==> config.mk <==
export PLATFORM = sky130hd
export DESIGN_NAME = spi_tx
export DESIGN_NICKNAME = d
export VERILOG_FILES = /design/src/rtl/spi_pkg.sv /design/src/rtl/spi_tx.sv
export SDC_FILE = /design/constraint.sdc
export NUM_CORES = 1
export LEC_CHECK = 0
export ABC_AREA = 1
export BUFFER_PORTS_ARGS = -buffer_cell sky130_fd_sc_hd__buf_2
export CORE_MARGIN = 3
export CORE_UTILIZATION = 45
export CTS_CLUSTER_SIZE = 8
export DETAILED_ROUTE_END_ITERATION = 16
export HOLD_SLACK_MARGIN = 0.02
export PLACE_DENSITY = 0.66
export SLEW_MARGIN = 20
export SYNTH_ARGS = -nofsm -noshare
export SYNTH_HDL_FRONTEND = slang
export SYNTH_SLANG_ARGS = --single-unit
==> constraint.sdc <==
create_clock -name clock_i -period 1.9 [get_ports clock_i]
set_input_delay 0.19 -clock clock_i [delete_from_list [all_inputs] [get_ports clock_i]]
set_output_delay 0.19 -clock clock_i [all_outputs]
set_load 0.02 [all_outputs]
==> src/rtl/spi_pkg.sv <==
// ------------------------------------------------------------------
// spi_pkg: shared types and constants for the SPI master datapath
// Rev 1.0
// ------------------------------------------------------------------
`default_nettype none

package spi_pkg;

   typedef enum logic [1:0] {
      IDLE  = 2'd0,
      ARMED = 2'd1,
      SHIFT = 2'd2,
      DONE  = 2'd3
   } spi_tx_state_t;

   localparam logic SPI_MOSI_IDLE = 1'b0;

endpackage

`default_nettype wire

==> src/rtl/spi_tx.sv <==
// ------------------------------------------------------------------
// spi_tx: Mode-1 (CPOL=0, CPHA=1) SPI transmit shifter, MSB first
// Rev 1.0
// ------------------------------------------------------------------
`default_nettype none

module spi_tx
   import spi_pkg::*;
#(
   parameter int WIDTH = 8
) (
   input  logic             clock_i,
   input  logic             reset_i,
   input  logic             tx_valid_i,
   output logic             tx_ready_o,
   input  logic [WIDTH-1:0] tx_data_i,
   input  logic             SCLK_i,
   output logic             MOSI_o,
   output logic             busy_o,
   output logic             done_o
);

   localparam int              CW      = $clog2(WIDTH + 1);
   localparam logic [CW-1:0]   c_WIDTH = CW'(WIDTH);

   spi_tx_state_t    r_state, w_state_nxt;
   logic             r_sclk_q;
   logic [WIDTH-1:0] r_shreg, w_shreg_nxt;
   logic [CW-1:0]    r_bit_cnt, w_bit_cnt_nxt;
   logic             r_mosi, w_mosi_nxt;
   logic             w_rise, w_fall;

   // SCLK is sampled once per system clock; the edge pulses are exclusive
   assign w_rise = SCLK_i & ~r_sclk_q;
   assign w_fall = ~SCLK_i & r_sclk_q;

   always_ff @(posedge clock_i) begin
      if (reset_i) begin
         r_state   <= IDLE;
         r_sclk_q  <= 1'b0;
         r_shreg   <= '0;
         r_bit_cnt <= '0;
         r_mosi    <= SPI_MOSI_IDLE;
      end else begin
         r_state   <= w_state_nxt;
         r_sclk_q  <= SCLK_i;
         r_shreg   <= w_shreg_nxt;
         r_bit_cnt <= w_bit_cnt_nxt;
         r_mosi    <= w_mosi_nxt;
      end
   end

   always_comb begin
      w_state_nxt   = r_state;
      w_shreg_nxt   = r_shreg;
      w_bit_cnt_nxt = r_bit_cnt;
      w_mosi_nxt    = r_mosi;
      case (r_state)
         IDLE: begin
            if (tx_valid_i) begin
               w_shreg_nxt   = tx_data_i;
               w_bit_cnt_nxt = '0;
               w_state_nxt   = ARMED;
            end
         end
         ARMED: begin
            if (w_rise) begin
               w_mosi_nxt    = r_shreg[WIDTH-1];
               w_shreg_nxt   = {r_shreg[WIDTH-2:0], 1'b0};
               w_bit_cnt_nxt = CW'(1);
               w_state_nxt   = SHIFT;
            end
         end
         SHIFT: begin
            // Rises beyond the last bit are surplus SCLK cycles and send nothing
            if (w_rise && (r_bit_cnt < c_WIDTH)) begin
               w_mosi_nxt    = r_shreg[WIDTH-1];
               w_shreg_nxt   = {r_shreg[WIDTH-2:0], 1'b0};
               w_bit_cnt_nxt = r_bit_cnt + CW'(1);
            end else if (w_fall && (r_bit_cnt == c_WIDTH)) begin
               w_state_nxt   = DONE;
            end
         end
         DONE: begin
            w_mosi_nxt  = SPI_MOSI_IDLE;
            w_state_nxt = IDLE;
         end
         default: w_state_nxt = IDLE;
      endcase
   end

   assign tx_ready_o = (r_state == IDLE);
   assign busy_o     = (r_state == ARMED) || (r_state == SHIFT);
   assign done_o     = (r_state == DONE);
   assign MOSI_o     = r_mosi;

endmodule

`default_nettype wire

# Word level (Yosys, flattened, before mapping)
# Cells that the tools add are included.
# W data, S select, Z words.
# totals
elab_cells	45
in_bits	12
out_inout_bits	4
ff_bits	16
# classes
bitwise	4
reduce_logical	9
eq_ne	9
add_sub_neg	1
n_mux	16
magnitude_cmp	1
# ops
op	n
$mux W8	3
$pmux W8 S3	1
$mux W4	3
$pmux W4 S3	1
$ne A2 B2 Y1 const B	5
$mux W2	4
$pmux W2 S4	1
$reduce_and A4 Y1	2
$reduce_bool A3 Y1	2
$add A4 B1 Y4 const B	1
$eq A2 B2 Y1 const B	2
$eq A4 B4 Y1 const B	1
$lt A4 B4 Y1 const B	1
$pmux W1 S3	1
$reduce_and A3 Y1	1
$and A1 B1 Y1	2
$eq A2 B1 Y1 const B	1
$logic_and A1 B1 Y1	2
$logic_not A2 Y1	1
$mux W1	2
$not A1 Y1	2
$logic_or A1 B1 Y1	1

# Logic depth before layout (Yosys ltp)
# Gate-level depths: netlist (run 1).
# logic_depth
ltp_word	6
ltp_mapped	9
depth_no_buf	9

# Worst setup path before layout (run 1)
# OpenSTA, ideal clock, no wires.
# synth_timing
path_type	reg2reg
startpoint	register r_state[0]
endpoint	register r_shreg[0]
n_path_buf	1
stages_incl_launch_ff	10
required_ns	1.787
setup_slack_ns	0.337
setup_time_ns	0.113
synth_period_minus_slack_ns	1.563
arrival_time_ns	1.451
cell_sequence	dfxtp_1 > inv_1 > ha_1 > inv_1 > nor2_1 > a21oi_4 > nand3_4 > buf_6 > o21bai_2 > nor2_1
# synth_between
elab_chain_cells	3
elab_cells_between_ends	9
classes_between	eq/ne: 5; mux: 1; reduce/logical: 3
# synth_rtl
element	line	text
start, declared	spi_tx.sv:26	spi_tx_state_t r_state, w_state_nxt;
start signal, assigned	spi_tx.sv:45	r_state <= w_state_nxt;
$logic_not A2 Y1 (*)	n/a	
named net tx_ready_o	spi_tx.sv:15	output logic tx_ready_o,
$ne A2 B2 Y1 (no source line) or $reduce_bool A3 Y1 (tied branches)	n/a	
$reduce_and A4 Y1 (no source line)	n/a	
end signal, assigned	spi_tx.sv:47	r_shreg <= w_shreg_nxt;
end, declared	spi_tx.sv:28	logic [WIDTH-1:0] r_shreg, w_shreg_nxt;
# The timed path passes the listed nets; every way through them passes the cells marked *.
# A chain may end at the register's enable or synchronous reset.

# Worst setup path after layout (run 1)
# layout_timing
startpoint	register r_state[1]
endpoint	register r_shreg[1]
# layout_between
elab_chain_cells	3
elab_cells_between_ends	9
classes_between	eq/ne: 5; mux: 1; reduce/logical: 3
# layout_rtl
element	line	text
$eq A2 B2 Y1 (tied with other cells)	spi_tx.sv:58	case (r_state)
$ne A2 B2 Y1 (no source line) or $reduce_bool A3 Y1 (tied branches)	n/a	
$reduce_and A4 Y1 (no source line)	n/a	
# Several ways; a longest one is shown, not always the timed one.

==> metrics.txt, run 1 <==
status=complete, no violations; largest net degree at the start of global routing=15; critical path peak fanout=10; Final TNS setup=0 ns; Setup crit end kind=register; RSZ-0062 raised after global routing=false; post-detail-place hpwl=1460 µm; Worst path top cell family by delay=flip-flops; most frequent cells in the layout=nand2_1 (41), nor2_1 (30), inv_1 (17); fin crit period=1.65 ns; via count=900; Max Cap Viol=0; PortBufs=15; drt wl/cell=10.3 µm; area grow syn2layout=19.0%; skew final=just under 0.003 ns; maximum vdd ir drop=between 0.9 and 1 mV; slowest stage delay, CP=0.40 ns; Hold Path Origin=SCLK_i; Mapped Avg Cell Area=around 6.9 µm²; die width=52.5 µm; first-pass GRT wire length=3260 µm; vias in the first global route=between 700 and 800; Antenna Nets Post-Route=0; crit path from=r_state[1]$_SDFFE_PP0P_; num ports=16; drt pass-1 iters=4; root buffer cell=clkbuf_4; critical path cell sequence=inv_1, ha_1, a21oi_4, nand3_4, buf_4, o21bai_2, nor2_1; overall routing resource usage=16.4%; Rows=16; cell area after layout=0.00116 mm²; DR iter-0 viols=11; initial antenna violation count=0; GRT overflow=0; CP startpoint kind=register; Netlist cell types=20; layout cells sized above 1=a little under a quarter; H-tree depth=1; Longest Clk Path Bufs=2; Net Count, Synth=160; post-layout util=57.9%; ant diodes=0; Worst-path clk slew=around 0.10 ns; Max-Slew Margin vs Limit=between 80% and 90%; Slew Viols, Final=0; critical path class=register to register; Via-to-Cell Ratio=~4.7; mapped cell area=973 µm²; die area=0.00276 mm²; CTS buffer count=3; FMAX=between 600 and 700 MHz; CP required=2.09 ns; beginning of the worst register-to-register path=r_state[1]$_SDFFE_PP0P_; Fin. Hold Viols=0; DRC Markers=0; GP Congestion=0.746; TritonCTS clock tree=done; setup violation total in the final timing report=0; slew at the pin with the worst max-slew slack=0.255 ns; worst min path class=input pin to register; Post-Route WL=1980 µm; final cell count without fillers=192; clk sinks=16; nets=185; Clk Latency, worst-skew pair=0.28 ns; Slowest cell on crit path=dfxtp_1; DP Area=0.00107 mm²; Starting Density=48.6%; Yosys warning count=0; sequential-to-total area share from yosys stat=32.9%; fin crit share=86.9%; pwr dens=1810 mW/mm²; #FFs+latches synth=16; core area=0.00200 mm²; Placed Cells=between 150 and 200; Crit path buffers/inverters=2; CP arrival=1.84 ns; commonest non-fill, non-tap cell in the layout=nand2_1; Die Y=around 53 µm; Synth Instances=141; Leak Pwr=0.604 nW
==> where the power goes <==
group,leakage [nW],internal (mW),switching (mW),total [mW]
Sequential,0.132,0.444,0.0593,0.503
Clock,0.0210,0.117,0.112,0.229
Combinational,0.451,0.555,0.811,1.37
==> final timing paths <==
kind                             endpoint  slack [ns]  cells past startpoint
hold reg to reg   r_shreg[6]$_SDFFE_PP0P_        0.49                      2
setup reg to reg  r_shreg[1]$_SDFFE_PP0P_        0.25                      7
setup / recovery  r_shreg[1]$_SDFFE_PP0P_        0.25                      7
hold / removal        r_sclk_q$_SDFF_PP0_        0.16                      3
==> registers in the layout, summed over array words and instances, names as in the netlist <==
signal,flops
r_shreg,8
r_bit_cnt,4
r_state,2
MOSI_o,1
r_sclk_q,1
==> what timing repair did <==
action	CTS	global route
buffers inserted	0	7
hold buffers	0	0
setup endpoints to repair	0	1
resized for setup	0	0
==> per-stage QoR <==
stage          total power, mW  worst slack [ns]  hold WS (ns)
2_1_floorplan             1.47             0.337         0.315
3_3_place_gp              1.67             0.281         0.454
3_5_place_dp              1.68             0.215         0.463
4_1_cts                   1.92             0.185         0.148
5_1_grt                   2.31            0.0884         0.169
6_report                  2.10             0.250         0.162
==> cell type report <==
| class | instances | area [µm²] |
|---|---|---|
| fillers | 204 | 843 |
| multi-input cells | 104 | 566 |
| flip-flops and latches | 16 | 320 |
| repair buffers | 23 | 135 |
| inverters | 18 | 67.6 |
| clock buffers | 4 | 36.3 |
| well taps | 27 | 33.8 |
==> tightest hold or removal path: cells and delay by family <==
family                 cells  cell delay, ns
buffers and inverters      2            0.18
AND/OR/NAND/NOR            1            0.04
==> cells by family (layout without fill, tap and decap cells) <==
group           count (synthesis)  after routing  share of synthesized area [%]
flops                          16             16                           32.9
simple gates                   80             80                           33.8
buf+inv                        21             45                           9.00
fa+ha+maj                       7              7                           9.00
compound gates                 17             17                           15.3
==> synth_stat cells <==
cell type  count  share of area (%)
nand4_1        3                1.9
buf_2          1               0.51
a21oi_2        1               0.90
o21bai_1       1               0.77
nor2_1        30                 12
clkbuf_1       1               0.39
o211ai_1       1               0.77
nand3_1        4                2.1
nand3_4        1                1.8
o21ai_0        2                1.0
o21bai_2       7                8.1
buf_6          1                1.2
inv_1         17                6.6
a21oi_4        1                1.7
a21oi_1        4                2.1
nand2_1       41                 16
dfxtp_1       16                 33
nand2_2        1               0.64
ha_1           7                9.0
inv_2          1               0.39
==> layer usage <==
layer	vias to the layer above	GRT usage [%]	wire, µm	part of all wire (%)
li1	483	-	-	-
met4	0	7.66	20	1.0
met5	-	0	0	0
met1	401	19.1	921	46
met3	4	3.42	56	2.8
met2	12	28.3	984	50
Note: power is estimated with default switching activity, not from simulation.
==> inputs of run 2 (changes only) <==
--- a/config.mk
+++ b/config.mk
@@ -5,14 +5,15 @@
 export SDC_FILE = /design/constraint.sdc
 export NUM_CORES = 1
 export LEC_CHECK = 0
-export ABC_AREA = 1
 export BUFFER_PORTS_ARGS = -buffer_cell sky130_fd_sc_hd__buf_2
+export CELL_PAD_IN_SITES_DETAIL_PLACEMENT = 1
+export CELL_PAD_IN_SITES_GLOBAL_PLACEMENT = 1
 export CORE_MARGIN = 3
-export CORE_UTILIZATION = 45
+export CORE_UTILIZATION = 40
 export CTS_CLUSTER_SIZE = 8
 export DETAILED_ROUTE_END_ITERATION = 16
 export HOLD_SLACK_MARGIN = 0.02
-export PLACE_DENSITY = 0.66
+export PLACE_DENSITY_LB_ADDON = 0.1
 export SLEW_MARGIN = 20
 export SYNTH_ARGS = -nofsm -noshare
 export SYNTH_HDL_FRONTEND = slang
==> metrics.txt, run 2 <==
Post-Route WL=2120 µm (+7.2%); Final TNS setup=0 ns (unchanged); DRC Markers=0 (unchanged); stages on the worst setup path=5 (-2); drt pass-1 iters=2 (-2); FMAX=569 MHz (-6.1%); Post-CTS Setup Bufs=0 (unchanged); setup violation total in the final timing report=0 (unchanged); skew final=0.00287 ns (-0.0000493 ns); post-synth top area share=34.3% (+1.4 points); Flop pwr share=26.7% (+2.7 points); post-detail-place hpwl=1620 µm (+11%); Antenna Nets Post-Route=0 (unchanged); Mapped Avg Cell Area=9.07 µm² (+31%); Die Y=54.3 µm (+3.5%); beginning of the worst register-to-register path=r_state[0]$_SDFFE_PP0P_; most common cell in the netlist=dfxtp_1; Max-Slew Margin vs Limit=71.3% (-12 points); Reg-to-Reg End=r_shreg[5]$_SDFFE_PP0P_; worst reg2reg path depth=5 (-2); Longest Clk Path Bufs=2 (unchanged); CP startpoint kind=register; nets=140 (-24%); slowest stage delay, CP=0.40 ns (about the same); largest area contributor in the netlist=dfxtp_1; PortBufs=15 (unchanged); maximum vdd ir drop=1.07 mV (+9.8%); top cells by area, synth=dfxtp_1 (34%), mux2i_1 (9.6%), ha_1 (9.4%); Post-Synth Adder-Cell Area=9.37% (+0.37 points); Design Power=1.83 mW (-13%); core area=0.00208 mm² (+4.0%); Starting Density=44.9% (-3.7 points); GRT overflow=0 (unchanged); Worst-path clk slew=0.10 ns (about the same); num ports=16 (unchanged); Fin. Hold Viols=0 (unchanged); post-synthesis compound-gate area fraction=23.8% (+8.5 points); Via-to-Cell Ratio=5.57 (+19%); clock network fraction of total power=12.4% (+1.5 points); CTS buffer count=3 (unchanged); most frequent cells in the layout=dfxtp_1 (16), buf_2 (15), a21oi_1 (14); critical path peak fanout=18 (+8); TritonCTS clock tree=done; vias in the first global route=919 (+20%); clk sinks=16 (unchanged); Slew Viols, Final=0 (unchanged); area grow syn2layout=14.3%; #FFs+latches synth=16 (unchanged); CP endpoint=r_shreg[5]$_SDFFE_PP0P_; commonest non-fill, non-tap cell in the layout=dfxtp_1; Netlist cell types=27 (+35%); pwr dens=1710 mW/mm² (-5.7%); Int Power=1.01 mW (-9.2%); root buffer cell=clkbuf_4; fin crit period=1.76 ns (+0.107 ns); max reg flops=8 (unchanged); worst min path class=input pin to register; crit path from=r_state[0]$_SDFFE_PP0P_; Rows=16 (unchanged); ys flop type=dfxtp_1; H-tree depth=1 (unchanged); drt wl/cell=14.4 µm (+40%); fin crit share=92.5% (+5.6 points); initial antenna violation count=0 (unchanged); Synth Area in XOR/XNOR=0% (unchanged); Leak Pwr=0.445 nW (-26%); CP arrival=1.95 ns (+0.11 ns); Crit path buffers/inverters=1 (-1); status=complete, no violations; overall routing resource usage=17.1% (+0.70 points); Worst path top cell family by delay=compound AO/OA/AOI/OAI gates; CP required=2.09 ns (about the same); critical path cell sequence=inv_1, ha_1, or3_4, o21a_2, a311oi_1; Synth Instances=103 (-27%); DR iter-0 viols=6 (-5); Clk Latency, worst-skew pair=0.28 ns (about the same); largest registers=r_shreg (8), r_bit_cnt (4), r_state (2); worst reg-to-reg setup slack=0.14 ns (-0.11 ns); first-pass GRT wire length=3800 µm (+16%); synth cell count leaders=dfxtp_1 (16), a21oi_1 (14), mux2i_1 (9); EDFF count, synth=0 (unchanged); mux cell area share after synthesis=9.64% (+9.6 points); Slowest cell on crit path=or3_4; sequential-to-total area share from yosys stat=34.3% (+1.4 points); die area=0.00295 mm² (+7.1%); slew at the pin with the worst max-slew slack=0.427 ns (+0.172 ns); logic gate share of total power=60.9% (-4.2 points); largest register by flop count=r_shreg; GP Congestion=0.788 (+5.6%); ant diodes=0 (unchanged); Yosys warning count=0 (unchanged); critical path class=register to register; Net Switching=812 µW (-17%); async set-reset flop share out of synthesis=0% (unchanged); post-synthesis simple-gate area fraction=13.9% (-20 points); layout cells sized above 1=22.5% (-1.1 points); RSZ-0062 raised after global routing=true; mapped cell area=935 µm² (-4.0%); Net Count, Synth=122 (-24%); dominant combinational cell family by area after synthesis=compound AO/OA/AOI/OAI gates; die width=54.3 µm (+3.5%); Setup crit end kind=register; Sw Ratio=44.5% (-2.3 points); via count=819 (-9.0%); largest net degree at the start of global routing=23 (+8); Max Cap Viol=0 (unchanged)
-- run 2: per-stage QoR --
stage	hold slack (ns)	std cells	util, %	cell area, µm²	setup WS [ns]
6_report	0.164	147	51.3	1070	0.143
5_1_grt	0.183	147	51.3	1070	-0.00854
4_1_cts	0.163	147	51.1	1060	0.111
3_5_place_dp	0.456	143	49.3	1030	-0.00250
3_3_place_gp	0.440	143	49.3	1030	0.103
2_1_floorplan	0.262	103	-	935	0.111
-- run 2: area by class of cell --
type                       instances  area (µm²)
multi-input combinational         72         532
sequential                        16         320
tap                               27        33.8
timing repair buffer              20         116
clock buffer                       4        36.3
inverter                           8        30.0
fill                             269        1010
-- run 2: per-layer routing --
metal | GRT usage [%] | vias up | part of all wire (%)
li1 | - | 416 | -
met1 | 20.3 | 388 | 48
met2 | 31.1 | 13 | 48
met3 | 2.72 | 2 | 3.9
met4 | 5.39 | 0 | 0.47
met5 | 0 | - | 0
-- run 2: power by group through the flow --
stage	logic [mW]	clock network, mW	registers [mW]
finish	1.11	0.226	0.488
global route	1.24	0.249	0.501
CTS	1.11	0.234	0.488
detailed placement	1.11	0	0.495
global placement	1.06	0	0.493
floorplan	0.916	0	0.485
-- run 2: kinds of logic after synthesis --
kind of cell,Yosys count
flops,16
buf+inv,15
compound gates,35
mux,9
simple gates,21
fa+ha+maj,7
-- run 2: repair_timing --
action	4_1_cts	5_1_grt
endpoints found under the setup margin	3	6
hold buffers	0	0
hold endpoints to repair	0	0
pin swaps	0	1
gates resized for setup	1	2
-- run 2: worst reg2reg max path: cells and delay by family (launching register included) --
kind                       cells  cell delay (ns)
AOI/OAI and AO/OA              2             0.54
and+or+nand+nor                1             0.40
adders and majority gates      1             0.25
buffers and inverters          1             0.10
DFF                            1             0.39
-- run 2: worst min path at each step --
stage	start	to	slack (ns)	cells past startpoint
3_5_place_dp	SCLK_i	r_sclk_q$_SDFF_PP0_	0.46	2
6_report	SCLK_i	r_sclk_q$_SDFF_PP0_	0.16	2
2_1_floorplan	reset_i	r_sclk_q$_SDFF_PP0_	0.26	1
5_1_grt	SCLK_i	r_sclk_q$_SDFF_PP0_	0.18	2
3_3_place_gp	SCLK_i	r_sclk_q$_SDFF_PP0_	0.44	2
4_1_cts	SCLK_i	r_sclk_q$_SDFF_PP0_	0.16	2
==> inputs of run 3 (changes only) <==
--- a/config.mk
+++ b/config.mk
@@ -8,12 +8,12 @@
 export BUFFER_PORTS_ARGS = -buffer_cell sky130_fd_sc_hd__buf_2
 export CELL_PAD_IN_SITES_DETAIL_PLACEMENT = 1
 export CELL_PAD_IN_SITES_GLOBAL_PLACEMENT = 1
-export CORE_MARGIN = 3
+export CORE_MARGIN = 4
 export CORE_UTILIZATION = 40
 export CTS_CLUSTER_SIZE = 8
 export DETAILED_ROUTE_END_ITERATION = 16
 export HOLD_SLACK_MARGIN = 0.02
-export PLACE_DENSITY_LB_ADDON = 0.1
+export PLACE_DENSITY = 0.81
 export SLEW_MARGIN = 20
 export SYNTH_ARGS = -nofsm -noshare
 export SYNTH_HDL_FRONTEND = slang
==> metrics.txt, run 3 (synthesis gave the netlist of run 2 again) <==
status=complete, no violations; overall routing resource usage=14.6% (-2.5 points); drt pass-1 iters=4 (+2); largest registers=r_shreg (8), r_bit_cnt (4), r_state (2); skew final=0.00223 ns (-0.000641 ns); most frequent cells in the layout=dfxtp_1 (16), buf_2 (15), a21oi_1 (14); largest register by flop count=r_shreg; nets=139 (-0.71%); Longest Clk Path Bufs=2 (unchanged); drt wl/cell=15.0 µm (+4.0%); commonest non-fill, non-tap cell in the layout=dfxtp_1; layout cells sized above 1=22.7% (+0.19 points); vias in the first global route=855 (-7.0%); CP arrival=1.92 ns (-0.03 ns); die area=0.00317 mm² (+7.5%); CP required=2.09 ns (about the same); GP Congestion=0.751 (-4.7%); Post-Route WL=2210 µm (+4.0%); Via-to-Cell Ratio=5.50 (-1.3%); ant diodes=0 (unchanged); Setup crit end kind=register; critical path peak fanout=18 (unchanged); CTS buffer count=3 (unchanged); Clk Latency, worst-skew pair=0.28 ns (about the same); H-tree depth=1 (unchanged); DR iter-0 viols=26 (+20); minimum hold slack=0.167 ns (+0.00355 ns); DRC Markers=0 (unchanged); TritonCTS clock tree=done; maximum vdd ir drop=0.747 mV (-30%); slew at the pin with the worst max-slew slack=0.377 ns (-0.0493 ns); via count=808 (-1.3%); Leak Pwr=0.443 nW (-0.61%); critical path class=register to register; Worst-path clk slew=0.10 ns (about the same); clk sinks=16 (unchanged); core area=0.00221 mm² (+6.2%); worst min path class=input pin to register; die width=56.3 µm (+3.7%); fin crit share=91.3% (-1.2 points); metal2 WL=1080 µm (+6.4%); post-detail-place hpwl=1670 µm (+2.9%); Antenna Nets Post-Route=0 (unchanged); Final TNS setup=0 ns (unchanged); Rows=17 (+1); Max Cap Viol=0 (unchanged); Starting Density=42.3% (-2.6 points); WL met3=66 µm (-20%); setup violation total in the final timing report=0 (unchanged); num ports=16 (unchanged); Die Y=56.3 µm (+3.7%); first-pass GRT wire length=3790 µm (-0.18%); Slew Viols, Final=0 (unchanged); root buffer cell=clkbuf_4; largest net degree at the start of global routing=23 (unchanged); top routing layer used=met4; Fin. Hold Viols=0 (unchanged); GRT overflow=0 (unchanged); CP startpoint kind=register; PortBufs=15 (unchanged); wl on met1=1050 µm (+3.1%); max reg flops=8 (unchanged); area grow syn2layout=15.0%; initial antenna violation count=0 (unchanged); pwr dens=1710 mW/mm² (+0.31%); post-layout util=48.6% (-2.7 points); Max-Slew Margin vs Limit=74.6% (+3.3 points); FMAX=576 MHz (+1.3%); fin crit period=1.74 ns (-0.0221 ns)
## run 3: changes by cell type in the layout (fill, tap and decap cells not counted), sizes merged
cell | before | now
buf | 20 | 19
## run 3: area by class of cell
type                       instances  area (µm²)
clock buffer                       4        36.3
fill                             278        1140
inverter                           8        30.0
multi-input combinational         72         544
sequential                        16         320
tap                               28        35.0
timing repair buffer              19         109
## run 3: where the power goes
part,switching [mW],internal [mW]
clock,0.108,0.116
sequential,0.0598,0.431
combinational,0.659,0.467
## run 3: worst max-delay path, stage by stage (launching register included)
cell and delay, ns:
dfxtp_1 0.39, inv_1 0.10, ha_1 0.25, or3_4 0.41, o21a_4 0.19, a311oi_1 0.30
## run 3: routing by layer
metal | GRT usage [%] | vias to the layer above
li1 | - | 412
met1 | 17.3 | 380
met2 | 26.0 | 14
met3 | 2.53 | 2
met4 | 5.08 | 0
met5 | 0 | -
## run 3: timing repair
| item | 4_1_cts | 5_1_grt |
|---|---|---|
| setup buffers | 0 | 0 |
| setup endpoints to repair | 7 | 2 |
| hold buffers | 0 | 0 |
| pin swaps | 0 | 0 |
| gates resized for setup | 1 | 4 |
## run 3: worst paths after layout
check	start	to	depth (start not counted)	slack, ns
setup / recovery	r_state[0]$_SDFFE_PP0P_	r_shreg[4]$_SDFFE_PP0P_	5	0.16
hold / removal	SCLK_i	r_sclk_q$_SDFF_PP0_	2	0.17
setup reg to reg	r_state[0]$_SDFFE_PP0P_	r_shreg[4]$_SDFFE_PP0P_	5	0.16
hold reg to reg	MOSI_o$_SDFFE_PP0P_	MOSI_o$_SDFFE_PP0P_	2	0.48
## run 3: metrics by stage
stage,total power [mW],worst slack (ns),instances,cell area [µm²]
after floorplan,1.40,0.111,103,935
after global placement,1.53,0.0833,143,1020
after detailed placement,1.58,-0.0393,143,1020
after CTS,1.81,0.0879,147,1060
after global routing,1.99,-0.00848,147,1070
final,1.84,0.165,147,1070
